`src/rtl/seq_gen_serial.sv`:
```
// Serial pattern transmitter.
// Sends a PAT_W-bit pattern MSB-first, one bit per clock, repeat_n times,
// with gap_n idle cycles between copies. Every output comes from a register,
// and dout is forced low whenever dout_vld is low. The transfer settings
// are captured at start, so later changes on the inputs do not affect a
// transfer that is already running.

module seq_gen_serial #(
  parameter int PAT_W = 4,
  parameter int CNT_W = 8,
  parameter int GAP_W = 4
) (
  input  logic             clk,
  input  logic             rst,
  input  logic             start,
  input  logic             abort,
  input  logic [PAT_W-1:0] pattern,
  input  logic [CNT_W-1:0] repeat_n,
  input  logic [GAP_W-1:0] gap_n,
  output logic             dout,
  output logic             dout_vld,
  output logic             busy,
  output logic             done,
  output logic [CNT_W-1:0] pat_cnt
);

  localparam int IDX_W = $clog2(PAT_W);
  localparam logic [IDX_W-1:0] IDX_MSB = IDX_W'(PAT_W - 1);
  localparam logic [IDX_W-1:0] IDX_ONE = IDX_W'(1);
  localparam logic [CNT_W-1:0] CNT_ONE = CNT_W'(1);
  localparam logic [GAP_W-1:0] GAP_ONE = GAP_W'(1);

  typedef enum logic [1:0] {
    ST_IDLE = 2'd0,
    ST_SEND = 2'd1,
    ST_GAP  = 2'd2,
    ST_DONE = 2'd3
  } state_t;

  state_t             state_r, state_s;
  logic [PAT_W-1:0]   pat_r, pat_s;
  logic [CNT_W-1:0]   rep_r, rep_s;
  logic [GAP_W-1:0]   gap_r, gap_s;
  logic [IDX_W-1:0]   bit_idx_r, bit_idx_s;
  logic [GAP_W-1:0]   gap_cnt_r, gap_cnt_s;
  logic [CNT_W-1:0]   pat_cnt_r, pat_cnt_s;
  logic               dout_r, dout_s;
  logic               dout_vld_r, dout_vld_s;
  logic               busy_r, busy_s;
  logic               done_r, done_s;

  // Count value once the copy currently on the wire is complete.
  logic [CNT_W-1:0]   cnt_inc_s;
  // Index of the bit that follows the current one within a copy.
  logic [IDX_W-1:0]   idx_dec_s;

  assign cnt_inc_s = pat_cnt_r + CNT_ONE;
  assign idx_dec_s = bit_idx_r - IDX_ONE;

  // Next-state and next-output logic; the registered outputs present the
  // state that the next clock edge enters.
  always_comb begin
    state_s    = state_r;
    pat_s      = pat_r;
    rep_s      = rep_r;
    gap_s      = gap_r;
    bit_idx_s  = bit_idx_r;
    gap_cnt_s  = gap_cnt_r;
    pat_cnt_s  = pat_cnt_r;
    dout_s     = 1'b0;
    dout_vld_s = 1'b0;
    busy_s     = 1'b0;
    done_s     = 1'b0;

    case (state_r)
      ST_IDLE: begin
        if (start) begin
          pat_s     = pattern;
          rep_s     = repeat_n;
          gap_s     = gap_n;
          pat_cnt_s = '0;
          bit_idx_s = IDX_MSB;
          gap_cnt_s = '0;
          if (repeat_n == '0) begin
            state_s = ST_DONE;
            done_s  = 1'b1;
          end else begin
            state_s    = ST_SEND;
            dout_s     = pattern[PAT_W-1];
            dout_vld_s = 1'b1;
            busy_s     = 1'b1;
          end
        end else begin
          state_s = ST_IDLE;
        end
      end

      ST_SEND: begin
        if (bit_idx_r == '0) begin
          // Last bit of this copy is on the wire now.
          pat_cnt_s = cnt_inc_s;
          if (cnt_inc_s == rep_r) begin
            state_s = ST_DONE;
            done_s  = 1'b1;
          end else if (gap_r != '0) begin
            state_s   = ST_GAP;
            gap_cnt_s = gap_r - GAP_ONE;
            busy_s    = 1'b1;
          end else begin
            state_s    = ST_SEND;
            bit_idx_s  = IDX_MSB;
            dout_s     = pat_r[PAT_W-1];
            dout_vld_s = 1'b1;
            busy_s     = 1'b1;
          end
        end else begin
          state_s    = ST_SEND;
          bit_idx_s  = idx_dec_s;
          dout_s     = pat_r[idx_dec_s];
          dout_vld_s = 1'b1;
          busy_s     = 1'b1;
        end
      end

      ST_GAP: begin
        if (gap_cnt_r == '0) begin
          state_s    = ST_SEND;
          bit_idx_s  = IDX_MSB;
          dout_s     = pat_r[PAT_W-1];
          dout_vld_s = 1'b1;
          busy_s     = 1'b1;
        end else begin
          state_s   = ST_GAP;
          gap_cnt_s = gap_cnt_r - GAP_ONE;
          busy_s    = 1'b1;
        end
      end

      ST_DONE: begin
        state_s = ST_IDLE;
      end

      default: begin
        state_s = ST_IDLE;
      end
    endcase

    // Abort overrides whatever the case above decided, but keeps the
    // partial copy count visible.
    if (abort) begin
      state_s    = ST_IDLE;
      pat_cnt_s  = pat_cnt_r;
      dout_s     = 1'b0;
      dout_vld_s = 1'b0;
      busy_s     = 1'b0;
      done_s     = 1'b0;
    end else begin
      state_s = state_s;
    end
  end

  // State, captured settings, counters and registered outputs.
  always_ff @(posedge clk) begin
    if (rst) begin
      state_r    <= ST_IDLE;
      pat_r      <= '0;
      rep_r      <= '0;
      gap_r      <= '0;
      bit_idx_r  <= '0;
      gap_cnt_r  <= '0;
      pat_cnt_r  <= '0;
      dout_r     <= 1'b0;
      dout_vld_r <= 1'b0;
      busy_r     <= 1'b0;
      done_r     <= 1'b0;
    end else begin
      state_r    <= state_s;
      pat_r      <= pat_s;
      rep_r      <= rep_s;
      gap_r      <= gap_s;
      bit_idx_r  <= bit_idx_s;
      gap_cnt_r  <= gap_cnt_s;
      pat_cnt_r  <= pat_cnt_s;
      dout_r     <= dout_s;
      dout_vld_r <= dout_vld_s;
      busy_r     <= busy_s;
      done_r     <= done_s;
    end
  end

  assign dout     = dout_r;
  assign dout_vld = dout_vld_r;
  assign busy     = busy_r;
  assign done     = done_r;
  assign pat_cnt  = pat_cnt_r;

  seq_gen_serial_chk u_chk (
    .clk      (clk),
    .rst      (rst),
    .dout     (dout_r),
    .dout_vld (dout_vld_r),
    .busy     (busy_r),
    .done     (done_r)
  );

endmodule

// Output invariants of the transmitter.
module seq_gen_serial_chk (
  input logic clk,
  input logic rst,
  input logic dout,
  input logic dout_vld,
  input logic busy,
  input logic done
);

  // The data line stays low outside valid bits.
  a_dout_quiet: assert property (@(posedge clk) disable iff (rst) !dout_vld |-> !dout);

  // A valid bit is only ever sent while busy.
  a_vld_busy: assert property (@(posedge clk) disable iff (rst) dout_vld |-> busy);

  // done is a single-cycle pulse outside the busy window.
  a_done_idle: assert property (@(posedge clk) disable iff (rst) done |-> !busy);
  a_done_pulse: assert property (@(posedge clk) disable iff (rst) done |=> !done);

endmodule
```
`config.mk`:
```
export PLATFORM = sky130hd
export DESIGN_NAME = seq_gen_serial
export DESIGN_NICKNAME = d
export VERILOG_FILES = /design/src/rtl/seq_gen_serial.sv
export SDC_FILE = /design/constraint.sdc
export NUM_CORES = 1
export LEC_CHECK = 0
export CAP_MARGIN = 10
export CORE_AREA = 8 8 77 79
export CTS_BUF_LIST = sky130_fd_sc_hd__clkbuf_8 sky130_fd_sc_hd__clkbuf_16
export DETAILED_ROUTE_END_ITERATION = 7
export DIE_AREA = 0 0 85 87
export PLACE_DENSITY = 0.66
export SETUP_SLACK_MARGIN = 0.4
export SLEW_MARGIN = 20
export SYNTH_ARGS = -nofsm -noshare
export SYNTH_HDL_FRONTEND = slang
export SYNTH_SLANG_ARGS = --single-unit
export TNS_END_PERCENT = 5
```
`constraint.sdc`:
```
create_clock -name clk -period 2.68 [get_ports clk]
set_input_delay 0.536 -clock clk [delete_from_list [all_inputs] [get_ports clk]]
set_output_delay 0.536 -clock clk [all_outputs]
set_load 0.005 [all_outputs]
```
==> results of run 1 <==
==> worst max-delay path, cell delays in order, from the launching register on <==
cell and delay (ns):
dfxtp_4 0.40, ha_2 0.23, and3_4 0.23, and4_1 0.22
o2111ai_2 0.13, a2111oi_4 0.22, buf_6 0.18, o211ai_2 0.14
a2111oi_2 0.39
==> power by group <==
part	switching [mW]	internal, mW	total, mW
Combinational	0.114	0.0951	0.210
Clock	0.218	0.280	0.498
Sequential	0.0196	0.557	0.577
==> cell families (layout without fill, tap and decap cells) <==
family,after synthesis,after routing
compound gates,56,56
xor+xnor,12,12
fa+ha+maj,8,8
buf+inv,24,56
flops,36,36
mux,7,7
simple gates,96,96
==> routing by layer <==
metal	routed length (µm)	up-vias	share of wire [%]	GRT usage, %
met3	274	9	5.5	3.02
met5	0	-	0	0
met1	2290	864	46	17.3
met4	97	0	1.9	6.15
li1	-	906	-	-
met2	2350	60	47	22.2
==> cells in the final DEF, fill, tap and decap left out, types with 6 or more instances in the layout <==
cell / count
clkdlybuf4s50_1: 31
a21oi_1: 25
dfxtp_1: 30
xnor2_1: 6
nor2_1: 14
ha_1: 7
nand2_1: 44
inv_1: 11
==> timing repair <==
item                                    CTS  global route
setup buffers                             1             0
hold buffers                              0             0
pin swaps                                 2             2
endpoints found under the setup margin    9             8
resized for setup                         6            11
==> registers in the layout (all words and copies together), names as in the netlist <==
name / count
dout: 1
done: 1
busy: 1
rep_r: 8
gap_cnt_r: 4
pat_cnt: 8
bit_idx_r: 2
dout_vld: 1
state_r: 2
gap_r: 4
pat_r: 4
==> cell type report <==
cell class / count / share of cell area, %
multi-input cells: 179 / 48.0
flip-flops and latches: 36 / 28.9
repair buffers: 37 / 14.2
well taps: 56 / 2.76
clock buffers: 5 / 2.71
clock inverters: 3 / 1.83
inverters: 11 / 1.63
==> metrics by stage <==
stage | setup WS [ns] | power (mW) | instances
after floorplan | 0.458 | 0.723 | 239
after global placement | 0.345 | 0.791 | 318
after detailed placement | 0.236 | 0.793 | 318
after CTS | 0.427 | 1.29 | 327
after global routing | 0.325 | 1.35 | 327
final | 0.441 | 1.28 | 327
==> how the worst max path moves through the flow <==
stage	startpoint	to	cells past startpoint
CTS	pat_cnt[0]$_SDFFE_PP0P_	gap_cnt_r[1]$_SDFFE_PP0P_	9
global route	pat_cnt[0]$_SDFFE_PP0P_	state_r[1]$_SDFF_PP0_	8
floorplan	pat_cnt[0]$_SDFFE_PP0P_	bit_idx_r[1]$_SDFFE_PP0P_	9
detailed placement	pat_cnt[0]$_SDFFE_PP0P_	state_r[1]$_SDFF_PP0_	7
finish	pat_cnt[0]$_SDFFE_PP0P_	state_r[1]$_SDFF_PP0_	8
global placement	pat_cnt[0]$_SDFFE_PP0P_	gap_cnt_r[1]$_SDFFE_PP0P_	8
==> out/results.tsv, run 1 <==
metric	value	unit
Mapped Cells	239	
Yosys reg bits	36	
Initial Util	41.8	%
critical path data arrival time	2.43	ns
Layout area overhead	25.1	%
register area	733	µm²
area used by multi-input combinational logic	0.00122	mm²
critical path capture point type	register	
number of fill cells	466	
die area	0.00740	mm²
clk buf depth	2	
Routed WL	5020	µm
Yosys top cell area share	35.6	%
Hold Path End	pat_r[2]$_SDFFE_PP0P_	
Diodes inserted	0	
Max H-tree Level	2	
FF-to-FF setup slack	0.44	ns
CP max FO	6	
Worst-Margin Slew	0.593	ns
Synth Area in Compound Gates	19.8	%
CTS Buf Count	5	
die width	85	µm
Final setup viols	0	
Critical Path RT	2.87	ns
cell area power density	507	mW/mm²
RSZ-0062 raised after global routing	yes	
leading cell types by count after synthesis	nand2_1, dfxtp_1, a21oi_1, nor2_1, inv_1	
Final min period	2.24	ns
r2r startpoint	pat_cnt[0]$_SDFFE_PP0P_	
Placer Congestion	0.896	
ys async rst share	0	%
hold_ws	0.469	ns
startpoint types	register	
P_leak	0.899	nW
post-synthesis simple-gate area fraction	24.0	%
post-DP HPWL	3720	µm
count leader, synth	nand2_1	
std cell rows	26	
drt pass-1 iters	4	
Reg2Reg Capture Point	state_r[1]$_SDFF_PP0_	
Final Cycle Share	83.5	%
synthesized area	0.00203	mm²
routed len/inst	15.4	µm
clock-pin slew on the worst setup and hold paths	0.08	ns
Post-Syn Nets	267	
status	finished, final reports clean	
relative slew slack	60.4	%
Slew Viols, Final	0	
nets	298	
die height	87	µm
initial antenna violation count	0	
final hold violations	0	
CTS tree	built	
Post-synth EDFFs	0	
Placed Area	0.00235	mm²
Max IR drop VDD	0.290	mV
number of global-route vias before repair	1714	
critical path type	reg -> reg	
CTS Sinks	36	
Hold Crit Start	pat_r[2]$_SDFFE_PP0P_	
CTS root buffer	clkbuf_8	
R2R cell count	8	
Seq/Total Area, Yosys	35.6	%
Via density	5.62	
Final Cell Area	0.00253	mm²
core area	0.00485	mm²
hold path depth	2	
biggest area consumer among synthesized cells	dfxtp_1	
first-pass GRT wire length	8270	µm
largest net degree at the start of global routing	18	
top post-synthesis cells by area	dfxtp_1, nand2_1, a21oi_1, ha_1, nor2_1	
Avg Inst Size Synth	8.48	µm²
predominant post-synthesis flop cell	dfxtp_1	
GRT Util Overall	13.8	%
xor and xnor fraction of the mapped netlist area	5.19	%
Routed Antenna Nets	0	
DR iter-0 viols	173	
mux cell area share after synthesis	4.14	%
via count	1839	
worst hold path type	reg -> reg	
Syn. warnings	0	
Post-Synth Adder-Cell Area	4.94	%
layout cell share with drive strength beyond 1	15.1	%
max_cap viols	0	
Clock Skews	0.00583	ns
Setup TNS	0	ns
f_max	447	MHz
DR DRC count	0	
Top-Level Pins	32	
Netlist cell types	53	
main combinational cell family by area after synthesis	simple AND/OR/NAND/NOR gates	
grt ovf	0	
clock latency on the worst-skew pair	0.29	ns
PortBufs	31	
Finished Core Util	52.3	%
Power figures use the tool's default switching activity.
==> inputs of run 2 (changes only) <==
==> constraint.sdc (replaced) <==
create_clock -name clk -period 2.2 [get_ports clk]
set_input_delay 0.44 -clock clk [delete_from_list [all_inputs] [get_ports clk]]
set_output_delay 0.44 -clock clk [all_outputs]
set_load 0.005 [all_outputs]
==> run 2 against run 1 <==
- clock skew rose by 0.0020 ns
- combinational power rose by 31%
- setup slack got worse by 0.25 ns
- final area rose by 7.4%
- largest cell class unchanged
- maximum frequency rose by 12%
- hold slack got worse by 0.013 ns
- first-iteration DRC count fell by 69%
==> out/results.tsv, run 2 (same netlist as run 1, synthesis figures left out) <==
metric	value	unit
first-pass GRT wire length	8780	µm
Place WS	0.0444	ns
die width	85	µm
Worst Slack Setup Final	0.193	ns
P_leak	1.02	nW
total setup buffers inserted after CTS	0	
Slew Viols, Final	0	
via count	1869	
global routing usage on met2	24.9	%
clock-pin slew on the worst setup and hold paths	0.07	ns
f_max	498	MHz
r2r startpoint	pat_cnt[1]$_SDFFE_PP0P_	
Reg2Reg Capture Point	bit_idx_r[1]$_SDFFE_PP0P_	
clk buf depth	2	
Top-Level Pins	32	
Max IR drop VDD	0.392	mV
startpoint types	register	
core area	0.00485	mm²
CTS tree	built	
routed len/inst	14.5	µm
number of global-route vias before repair	1902	
most frequent cells in the layout	nand2_1, clkdlybuf4s50_1, dfxtp_1	
CTS Hold Buffers Added	0	
R2R cell count	9	
hold path depth	2	
layout cell share with drive strength beyond 1	22.3	%
Setup TNS	0	ns
PortBufs	31	
Initial Util	41.8	%
CTS Buf Count	5	
DR iter-0 viols	54	
Max H-tree Level	2	
Via density	5.37	
RSZ-0062 raised after global routing	yes	
M1 GR Usage	16.5	%
Hold Path End	pat_r[0]$_SDFFE_PP0P_	
commonest non-fill, non-tap cell in the layout	nand2_1	
Routed WL	5050	µm
post-DP HPWL	3840	µm
status	finished, final reports clean	
Final setup viols	0	
FF-to-FF setup slack	0.19	ns
CTS root buffer	clkbuf_8	
final hold violations	0	
Placer Congestion	0.816	
global route hottest layer	met2	
Critical Path RT	2.40	ns
Final min period	2.01	ns
cell area power density	570	mW/mm²
die height	87	µm
Diodes inserted	0	
Routed Antenna Nets	0	
nets	319	
max_cap viols	0	
GRT Util Overall	14.7	%
Final Cycle Share	91.2	%
Hold Crit Start	pat_r[0]$_SDFFE_PP0P_	
Layout area overhead	34.3	%
Finished Core Util	56.1	%
CTS Sinks	36	
relative slew slack	64.4	%
Worst-Margin Slew	0.529	ns
initial antenna violation count	0	
critical path capture point type	register	
clock latency on the worst-skew pair	0.29	ns
GRT met3 Usage	4.43	%
std cell rows	26	
critical path data arrival time	2.21	ns
die area	0.00740	mm²
grt ovf	0	
CP max FO	6	
drt pass-1 iters	5	
critical path type	reg -> reg	
DR DRC count	0	
largest net degree at the start of global routing	24	
Clock Skews	0.00785	ns
worst hold path type	reg -> reg	
run 2: how the worst max path moves through the flow:
| stage | cells after the start | end | start |
|---|---|---|---|
| 6_report | 9 | bit_idx_r[1]$_SDFFE_PP0P_ | pat_cnt[1]$_SDFFE_PP0P_ |
| 2_1_floorplan | 9 | gap_cnt_r[1]$_SDFFE_PP0P_ | pat_cnt[0]$_SDFFE_PP0P_ |
| 5_1_grt | 9 | bit_idx_r[1]$_SDFFE_PP0P_ | pat_cnt[1]$_SDFFE_PP0P_ |
| 3_3_place_gp | 9 | gap_cnt_r[1]$_SDFFE_PP0P_ | pat_cnt[1]$_SDFFE_PP0P_ |
| 3_5_place_dp | 9 | gap_cnt_r[0]$_SDFFE_PP0P_ | pat_cnt[7]$_SDFFE_PP0P_ |
| 4_1_cts | 7 | state_r[1]$_SDFF_PP0_ | rep_r[5]$_SDFFE_PP0P_ |
run 2: power breakdown:
group,leakage [nW],switching [mW],total [mW],internal (mW)
Clock,0.0593,0.242,0.573,0.332
Sequential,0.298,0.0230,0.702,0.679
Combinational,0.665,0.144,0.276,0.132
Total,1.02,0.408,1.55,1.14
run 2: repair_timing:
action                     in CTS  in global routing
setup endpoints to repair      17                 22
pin swaps                       1                  2
resized for setup               8                  6
run 2: per-stage QoR:
| step | hold slack (ns) | cells | total power, mW | instance area (µm²) |
|---|---|---|---|---|
| 2_1_floorplan | 0.433 | 239 | 0.882 | 2060 |
| 3_3_place_gp | 0.441 | 340 | 0.979 | 2550 |
| 3_5_place_dp | 0.451 | 340 | 0.984 | 2550 |
| 4_1_cts | 0.461 | 348 | 1.57 | 2700 |
| 5_1_grt | 0.481 | 348 | 1.63 | 2720 |
| 6_report | 0.456 | 348 | 1.55 | 2720 |
run 2: layer usage:
| metal | part of all wire [%] | wire length, µm | up-vias |
|---|---|---|---|
| met4 | 2.4 | 121 | 0 |
| met2 | 48 | 2450 | 33 |
| met3 | 4.4 | 220 | 11 |
| li1 | - | - | 954 |
| met5 | 0 | 0 | - |
| met1 | 45 | 2260 | 871 |
run 2: cell type report:
cell class | count | area, µm²
repair buffers | 58 | 513
fillers | 442 | 2130
clock buffers | 5 | 68.8
multi-input cells | 179 | 1260
inverters | 11 | 41.3
well taps | 56 | 70.1
flip-flops and latches | 36 | 733
clock inverters | 3 | 38.8
run 2: critical path, cell delays in order, from the launching register on:
cell	delay, ns
dfxtp_4	0.39
ha_4	0.14
and3_4	0.21
and4_1	0.19
o2111ai_2	0.15
a2111oi_4	0.22
buf_4	0.21
nand2_2	0.07
and3_4	0.15
a311oi_2	0.19
